--- src/rtl/deserializer_frame_ctrl.sv ---
// deserializer_frame_ctrl: walks 62-bit descrambled words through the 26 slots
// of a 1568-bit frame and drives the frame_state / frame_tail_flag sequence
// seen by the deserializer. It also flags aborted frames and counts completed ones.
// Optional feature: define FRAME_CTRL_WATCHDOG_EN to abort frames that stall
// for WDOG_LIMIT cycles.
module deserializer_frame_ctrl #(
   parameter int CNT_W      = 16,
   parameter int WDOG_LIMIT = 64
) (
   input  logic             clk_390p625M,
   input  logic             rst_n,
   input  logic             lock,
   input  logic             word_valid,
   input  logic             sof,
   output logic [4:0]       frame_state,
   output logic             frame_tail_flag,
   output logic             frame_err,
   output logic [CNT_W-1:0] frame_cnt,
   output logic             busy
);

   // Slot codes are the reflected Gray code of the slot index; the deserializer uses the same encoding
   typedef enum logic [4:0] {
      IDLE    = 5'b00000, FRAME1  = 5'b00001, FRAME2  = 5'b00011, FRAME3  = 5'b00010,
      FRAME4  = 5'b00110, FRAME5  = 5'b00111, FRAME6  = 5'b00101, FRAME7  = 5'b00100,
      FRAME8  = 5'b01100, FRAME9  = 5'b01101, FRAME10 = 5'b01111, FRAME11 = 5'b01110,
      FRAME12 = 5'b01010, FRAME13 = 5'b01011, FRAME14 = 5'b01001, FRAME15 = 5'b01000,
      FRAME16 = 5'b11000, FRAME17 = 5'b11001, FRAME18 = 5'b11011, FRAME19 = 5'b11010,
      FRAME20 = 5'b11110, FRAME21 = 5'b11111, FRAME22 = 5'b11101, FRAME23 = 5'b11100,
      FRAME24 = 5'b10100, FRAME25 = 5'b10101, FRAME_TAIL = 5'b10111
   } frame_state_t;

   localparam logic [4:0] LAST_FULL_POS = 5'd25;

   function automatic frame_state_t slot_code(input logic [4:0] idx);
      return frame_state_t'(idx ^ (idx >> 1));
   endfunction

   logic [4:0]   pos_q, pos_d;
   frame_state_t state_q, state_d;
   logic         tail_d, err_d, cnt_inc;

`ifdef FRAME_CTRL_WATCHDOG_EN
   localparam logic [15:0] WDOG_LAST = 16'(WDOG_LIMIT - 1);
   logic [15:0] wdog_q, wdog_d;
`else
   logic unused_wdog_limit;
   assign unused_wdog_limit = (WDOG_LIMIT != 0);
`endif

   // Next-slot decision: lock loss, stall, sof, discard, advance, tail, in that priority
   always_comb begin
      pos_d   = pos_q;
      state_d = IDLE;
      tail_d  = 1'b0;
      err_d   = 1'b0;
      cnt_inc = 1'b0;
`ifdef FRAME_CTRL_WATCHDOG_EN
      wdog_d  = '0;
`endif
      if (!lock) begin
         pos_d = '0;
         err_d = (pos_q != '0);
      end else if (!word_valid) begin
`ifdef FRAME_CTRL_WATCHDOG_EN
         if (pos_q != '0) begin
            if (wdog_q == WDOG_LAST) begin
               pos_d = '0;
               err_d = 1'b1;
            end else begin
               wdog_d = wdog_q + 16'd1;
            end
         end
`endif
      end else if (sof) begin
         state_d = FRAME1;
         pos_d   = 5'd1;
         err_d   = (pos_q != '0);
      end else if (pos_q != '0) begin
         if (pos_q < LAST_FULL_POS) begin
            pos_d   = pos_q + 5'd1;
            state_d = slot_code(pos_q + 5'd1);
         end else begin
            state_d = FRAME_TAIL;
            tail_d  = 1'b1;
            pos_d   = '0;
            cnt_inc = 1'b1;
         end
      end
   end

   // Register position and every output so the deserializer sees clean, aligned controls
   always_ff @(posedge clk_390p625M or negedge rst_n) begin
      if (!rst_n) begin
         pos_q           <= '0;
         state_q         <= IDLE;
         frame_tail_flag <= 1'b0;
         frame_err       <= 1'b0;
         frame_cnt       <= '0;
         busy            <= 1'b0;
      end else begin
         pos_q           <= pos_d;
         state_q         <= state_d;
         frame_tail_flag <= tail_d;
         frame_err       <= err_d;
         busy            <= (pos_d != '0);
         if (cnt_inc && !(&frame_cnt)) begin
            frame_cnt <= frame_cnt + 1'b1;
         end
      end
   end

`ifdef FRAME_CTRL_WATCHDOG_EN
   // Stall counter that bounds how long an open frame may wait for its next word
   always_ff @(posedge clk_390p625M or negedge rst_n) begin
      if (!rst_n) begin
         wdog_q <= '0;
      end else begin
         wdog_q <= wdog_d;
      end
   end
`endif

   assign frame_state = state_q;

endmodule

--- config.mk ---
export PLATFORM = sky130hd
export DESIGN_NAME = deserializer_frame_ctrl
export DESIGN_NICKNAME = d
export VERILOG_FILES = /design/src/rtl/deserializer_frame_ctrl.sv
export SDC_FILE = /design/constraint.sdc
export NUM_CORES = 1
export LEC_CHECK = 0
export CORE_MARGIN = 2
export CORE_UTILIZATION = 45
export CTS_CLUSTER_DIAMETER = 100
export CTS_CLUSTER_SIZE = 40
export DETAILED_ROUTE_END_ITERATION = 12
export PLACE_DENSITY = 0.81
export SETUP_SLACK_MARGIN = 0.3
export SKIP_CTS_REPAIR_TIMING = 1
export SYNTH_ARGS = -nofsm -noshare
export SYNTH_HDL_FRONTEND = slang
export SYNTH_SLANG_ARGS = --single-unit
--- constraint.sdc ---
create_clock -name clk_390p625M -period 3.4 [get_ports clk_390p625M]
set_input_delay 0.68 -clock clk_390p625M [delete_from_list [all_inputs] [get_ports clk_390p625M]]
set_output_delay 0.68 -clock clk_390p625M [all_outputs]
set_load 0.1 [all_outputs]
==> results.json, run 1 <==
{
  "setup_slack_ns": 0.913,
  "viasPerCell": 5.33,
  "relSlewSlack_pct": 34.4,
  "clock_sinks": 29,
  "rows": 20,
  "min_period_ns": 2.49,
  "period_share_pct": 73.2,
  "numCtsBuffers": 5,
  "place_congestion": 0.886,
  "antenna_found_initial": 0,
  "synthCells": 132,
  "drv_slew": 0,
  "pwr-share-seq_pct": 45.1,
  "grt_busiest_layer": "met2",
  "via_count": 1120,
  "cap_violations": 0,
  "crit_slowest_cell": "clkdlybuf4s50_1",
  "die_width_um": 61.5,
  "wl_per_cell_um": 14.0,
  "p_per_area_nw_per_um2": 425,
  "fin_nets": 173,
  "io-pin-count": 29,
  "clk_latency_ns": 0.33,
  "placeableCoreArea_um2": 3100,
  "die_y_um": 61.5,
  "fill_cells": 288,
  "fin_skew_ns": 0.0109,
  "dp.cells": 202,
  "syn_area_um2": 1490,
  "p_clk_share_pct": 44.3,
  "sw_frac_of_total_pct": 23.8,
  "dpl_cell_area_um2": 1760,
  "critPathTopFamily": "buffers and inverters",
  "dr.pass1.iters": 4,
  "setup_viol": 0,
  "clk_pin_slew_ns": 0.10,
  "hold_viol": 0,
  "cts_tree": "built",
  "final_cells": 210,
  "synth_area_per_cell_um2": 11.3,
  "status": "complete, no violations",
  "whs_ns": 0.507,
  "ys_seq_area_share_pct": 48.8,
  "htreeDepth": 2,
  "syn2layout_area_growth_pct": 25.0,
  "grt_pass1_wl_um": 4910,
  "cts_root_buffer": "clkbuf_4",
  "rsz0062_at_grt": "false",
  "drt_wl_total_um": 2930,
  "route.detailed.drc": 0,
  "crit_arrival_ns": 1.81,
  "path_class": "reg2out",
  "cpPeakStageDelay_ns": 1.13,
  "end_kind": "output pin",
  "place_ws_ns": 0.858,
  "antenna_cells": 0,
  "dp_hpwl_um": 2220,
  "grt_pass1_vias": 1123,
  "net-switching-power_mw": 0.188,
  "combPwrFrac_pct": 10.6,
  "cellLeakagePower_nw": 0.847,
  "max_freq_ghz": 0.402,
  "overflow": 0,
  "critPathMaxFanout": 1,
  "total_power_mw": 0.790,
  "layout_common_cells": "dfrtp_1 (29), buf_4 (19), xnor2_1 (15)",
  "grt_max_degree": 30,
  "startpoint_type": "flop",
  "dieArea_um2": 3780,
  "met2_usage_pct": 32.6,
  "final_area_um2": 1860,
  "crit_buf_inv": 1,
  "clockBufferDepth": 2,
  "crit_required_ns": 2.72,
  "ys_types": 42,
  "drive_gt1_share_pct": 24.1,
  "ys.warnings.count": 0,
  "finish.utilization_pct": 59.9,
  "cp_cell_sequence": "clkdlybuf4s50_1",
  "io_buffers": 28,
  "worst_pin_slew_ns": 0.981,
  "synth.ff_latch_count": 29,
  "start_util_pct": 47.9,
  "vdd_drop_max_mv": 0.241,
  "final_common_cell": "dfrtp_1",
  "setup_tns_ns": 0,
  "use_met3_pct": 6.30,
  "drtIter0Drc": 72,
  "synth_nets": 140,
  "drtAntennaViolNets": 0,
  "grt_util_met1_pct": 19.1,
  "intPower_mw": 0.602,
  "hold_class": "reg2reg",
  "grtUsageTotal_pct": 18.1
}
## synth_stat cells, drive strengths merged
| master | n | share of area [%] |
|---|---|---|
| a21boi | 1 | 0.50 |
| a21oi | 7 | 2.4 |
| a32o | 1 | 0.67 |
| and2 | 1 | 0.50 |
| and2b | 1 | 0.59 |
| and3 | 4 | 1.7 |
| and4 | 1 | 0.59 |
| buf | 1 | 0.76 |
| clkbuf | 2 | 1.2 |
| dfrtp | 29 | 49 |
| ha | 3 | 2.5 |
| inv | 4 | 1.0 |
| mux2 | 1 | 0.76 |
| nand2 | 6 | 1.5 |
| nand2b | 1 | 0.42 |
| nand3 | 8 | 2.7 |
| nand3b | 1 | 0.50 |
| nand4 | 9 | 3.8 |
| nor2 | 9 | 2.8 |
| nor2b | 1 | 0.59 |
| nor3 | 4 | 2.1 |
| nor4 | 3 | 2.7 |
| nor4b | 2 | 2.2 |
| o21ai | 2 | 0.67 |
| o22ai | 1 | 0.42 |
| o311a | 1 | 0.76 |
| o311ai | 1 | 1.1 |
| o31a | 1 | 0.59 |
| o31ai | 1 | 0.50 |
| or3 | 2 | 1.3 |
| or4 | 1 | 0.50 |
| or4b | 1 | 0.67 |
| xnor2 | 15 | 8.8 |
| xor2 | 6 | 3.5 |
## routing by layer
metal / vias to the layer above / wire, um
met5: - / 0
met4: 0 / 54
met3: 7 / 178
met2: 35 / 1510
met1: 533 / 1190
li1: 545 / -
## state kept, by name, summed over array words and instances, names as in the netlist
register	cells
frame_err	1
busy	1
frame_cnt	16
pos_q	5
frame_tail_flag	1
frame_state	5
## cells by family (layout without fill, tap and decap cells)
| group | count (synthesis) | in the layout | synth area share (%) |
|---|---|---|---|
| flip-flops | 29 | 29 | 48.8 |
| multiplexers | 1 | 1 | 0.757 |
| AND/OR/NAND/NOR | 55 | 55 | 25.1 |
| buffers and inverters | 7 | 41 | 2.94 |
| XOR/XNOR | 21 | 21 | 12.4 |
| AO/OA/AOI/OAI | 16 | 16 | 7.57 |
| adder cells (fa/ha/maj) | 3 | 3 | 2.52 |
## cell type report
| cell class | instances | area [um2] | area share (%) |
|---|---|---|---|
| sequential | 29 | 726 | 39.0 |
| tap | 44 | 55.1 | 2.96 |
| multi-input combinational | 96 | 718 | 38.6 |
| timing repair buffer | 29 | 243 | 13.1 |
| clock buffer | 5 | 37.5 | 2.02 |
| inverter | 4 | 15.0 | 0.808 |
| clock inverter | 3 | 65.1 | 3.50 |
## final timing paths
kind                                           start                   endpoint  slack (ns)  cells after the start
max                        frame_tail_flag$_DFF_PN0_            frame_tail_flag        0.91                      1
min                        frame_cnt[15]$_DFFE_PN0P_  frame_cnt[15]$_DFFE_PN0P_        0.51                      1
max reg2reg                       pos_q[0]$_DFF_PN0_             busy$_DFF_PN0_        1.17                      7
min reg2reg                frame_cnt[15]$_DFFE_PN0P_  frame_cnt[15]$_DFFE_PN0P_        0.51                      1
max in group asynchronous                      rst_n   frame_cnt[0]$_DFFE_PN0P_        2.41                      2
min in group asynchronous                      rst_n   frame_cnt[2]$_DFFE_PN0P_        0.71                      2
## power groups by stage
stage	Combinational [mW]	Sequential [mW]	Clock, mW
floorplan	0.0278	0.393	0
global placement	0.0823	0.363	0
detailed placement	0.0840	0.364	0
CTS	0.0844	0.357	0.358
global route	0.0890	0.358	0.378
finish	0.0837	0.357	0.350
No activity file was read; power rests on OpenSTA's default activity.
==> run 2: changes to the inputs <==
PLACE_DENSITY = 0.84   (was 0.81)
clock period = 2 ns   (was 3.4 ns; I/O delays follow)
==> run 2 against run 1 <==
The run now ends with negative setup slack left. Sequential share of layout area decreased by 4.8 points. Core utilization increased by 14 points. Hold slack got worse by 0.066 ns. Wire length increased by 19%. Design area increased by 23%. Largest power group unchanged. Power increased by 64%. Critical path depth increased by 6. Largest cell class is now multi-input gates. Flip-flop and latch count unchanged. First-iteration DRC count decreased by 19%. Via count increased by 11%. Combinational power increased by 130%. Critical endpoint is now busy$_DFF_PN0_.
==> results.json, run 2 (synthesized netlist as in run 1, its figures left out) <==
{
  "end_kind": "flop",
  "htreeDepth": 2,
  "syn2layout_area_growth_pct": 53.7,
  "setup_viol": 1,
  "fin_nets": 199,
  "relSlewSlack_pct": 72.4,
  "crit_required_ns": 2.19,
  "drtAntennaViolNets": 0,
  "cpPeakStageDelay_ns": 0.45,
  "hold_class": "in2async",
  "status": "finished, violations left",
  "combPwrFrac_pct": 14.9,
  "viasPerCell": 5.28,
  "violations": "negative setup slack",
  "clk_pin_slew_ns": 0.10,
  "fin_skew_ns": 0.0211,
  "antenna_found_initial": 0,
  "reg2reg_to": "busy$_DFF_PN0_",
  "whs_ns": 0.441,
  "route.detailed.drc": 0,
  "worst_pin_slew_ns": 0.411,
  "crit_slowest_cell": "or4b_4",
  "sw_frac_of_total_pct": 25.2,
  "rrSetupSlack_ns": -0.01,
  "drv_slew": 0,
  "clock_sinks": 29,
  "grt_max_degree": 30,
  "setup_slack_ns": -0.0148,
  "numCtsBuffers": 5,
  "hold_viol": 0,
  "vdd_drop_max_mv": 0.340,
  "top_layer": "met4",
  "drive_gt1_share_pct": 53.6,
  "pwr-share-seq_pct": 46.6,
  "dieArea_um2": 3780,
  "critPathMaxFanout": 5,
  "wl_met2_um": 1890,
  "regMostFlops": "frame_cnt",
  "cap_violations": 0,
  "io-pin-count": 29,
  "grtUsageTotal_pct": 19.8,
  "final_cells": 236,
  "net-switching-power_mw": 0.328,
  "max_freq_ghz": 0.496,
  "r2r_start": "pos_q[0]$_DFF_PN0_",
  "via_count": 1246,
  "largest_reg_flops": 16,
  "clockBufferDepth": 2,
  "layout_common_cells": "buf_4 (41), xnor2_1 (15), dfrtp_4 (15)",
  "drt-met1-wl_um": 1420,
  "wl_per_cell_um": 14.8,
  "dp.cells": 221,
  "overflow": 0,
  "drtIter0Drc": 58,
  "cellLeakagePower_nw": 0.990,
  "io_buffers": 28,
  "start_util_pct": 47.9,
  "p_clk_share_pct": 38.5,
  "dp_hpwl_um": 2520,
  "drt_wl_total_um": 3490,
  "intPower_mw": 0.970,
  "final_common_cell": "buf_4",
  "rr_worst_depth": 7,
  "grt_pass1_wl_um": 5400,
  "die_width_um": 61.5,
  "crit_arrival_ns": 2.21,
  "die_y_um": 61.5,
  "dr_wl_met3_um": 131,
  "total_power_mw": 1.30,
  "clk_latency_ns": 0.33,
  "rows": 20,
  "cts_tree": "built",
  "path_class": "reg2reg",
  "placeableCoreArea_um2": 3100,
  "p_per_area_nw_per_um2": 568,
  "period_share_pct": 101,
  "grt_pass1_vias": 1195,
  "place_congestion": 0.850,
  "antenna_cells": 0,
  "min_period_ns": 2.01,
  "cts_root_buffer": "clkbuf_4",
  "rsz0062_at_grt": "true",
  "cp_cell_sequence": "inv_4, ha_4, nor4b_4, nor2b_2, a32o_2, a21oi_2, or4b_4",
  "dr.pass1.iters": 4,
  "startpoint_type": "flop"
}
-- run 2: cell types whose count changed in the layout (fill, tap and decap cells not counted), moves of 3 or more --
cell,before,now
dfrtp_1,29,13
buf_4,19,41
buf_12,0,6
inv_1,4,1
buf_6,0,4
clkdlybuf4s50_1,10,4
dfrtp_4,0,15
-- run 2: cell type report --
cell class              instances  area [um2]
multi-input cells              96         830
flip-flops and latches         29         783
fillers                       215         817
clock inverters                 1        30.0
well taps                      44        55.1
repair buffers                 55         513
inverters                       4        20.0
clock buffers                   7        55.1
-- run 2: worst max path at each step --
stage	start	depth (start not counted)	endpoint	slack [ns]
finish	pos_q[0]$_DFF_PN0_	7	busy$_DFF_PN0_	-0.01
floorplan	pos_q[0]$_DFF_PN0_	8	busy$_DFF_PN0_	0.05
global route	pos_q[0]$_DFF_PN0_	7	busy$_DFF_PN0_	-0.11
detailed placement	sof	5	frame_cnt[7]$_DFFE_PN0P_	-0.21
CTS	pos_q[1]$_DFF_PN0_	7	busy$_DFF_PN0_	-0.07
global placement	sof	5	frame_cnt[7]$_DFFE_PN0P_	-0.12
-- run 2: power by group through the flow --
| stage | clock [mW] | combinational, mW | sequential, mW |
|---|---|---|---|
| 2_1_floorplan | 0 | 0.0568 | 0.671 |
| 3_3_place_gp | 0 | 0.169 | 0.617 |
| 3_5_place_dp | 0 | 0.171 | 0.617 |
| 4_1_cts | 0.512 | 0.172 | 0.604 |
| 5_1_grt | 0.532 | 0.206 | 0.606 |
| 6_report | 0.500 | 0.193 | 0.604 |
-- run 2: per-stage QoR --
step / TNS, ns / setup slack (ns) / instance area [um2] / utilization [%]
4_1_cts: -0.0708 / -0.0708 / 2150 / 69.3
5_1_grt: -0.158 / -0.111 / 2290 / 73.7
2_1_floorplan: 0 / 0.0468 / 1600 / -
3_3_place_gp: -0.997 / -0.123 / 2070 / 66.6
3_5_place_dp: -1.80 / -0.205 / 2070 / 66.6
6_report: -0.0148 / -0.0148 / 2290 / 73.7
-- run 2: worst max-delay path: cells and delay by family (launching register included) --
kind                       cells  cell delay [ns]
and+or+nand+nor                3             0.89
DFF                            1             0.43
AOI/OAI and AO/OA              2             0.39
adders and majority gates      1             0.11
buffers and inverters          1             0.07
-- run 2: per-layer routing --
layer | up-vias | track usage (%)
li1 | 591 | -
met1 | 620 | 22.4
met2 | 31 | 35.3
met3 | 4 | 5.67
met4 | 0 | 7.29
met5 | - | 0
==> run 3: changes to the inputs <==
ABC_CLOCK_PERIOD_IN_PS = 2000   (was default)
SLEW_MARGIN = 10   (was default)
==> results of run 3 <==
Same layout as run 2: the final DEF is identical, and so are final timing and power.
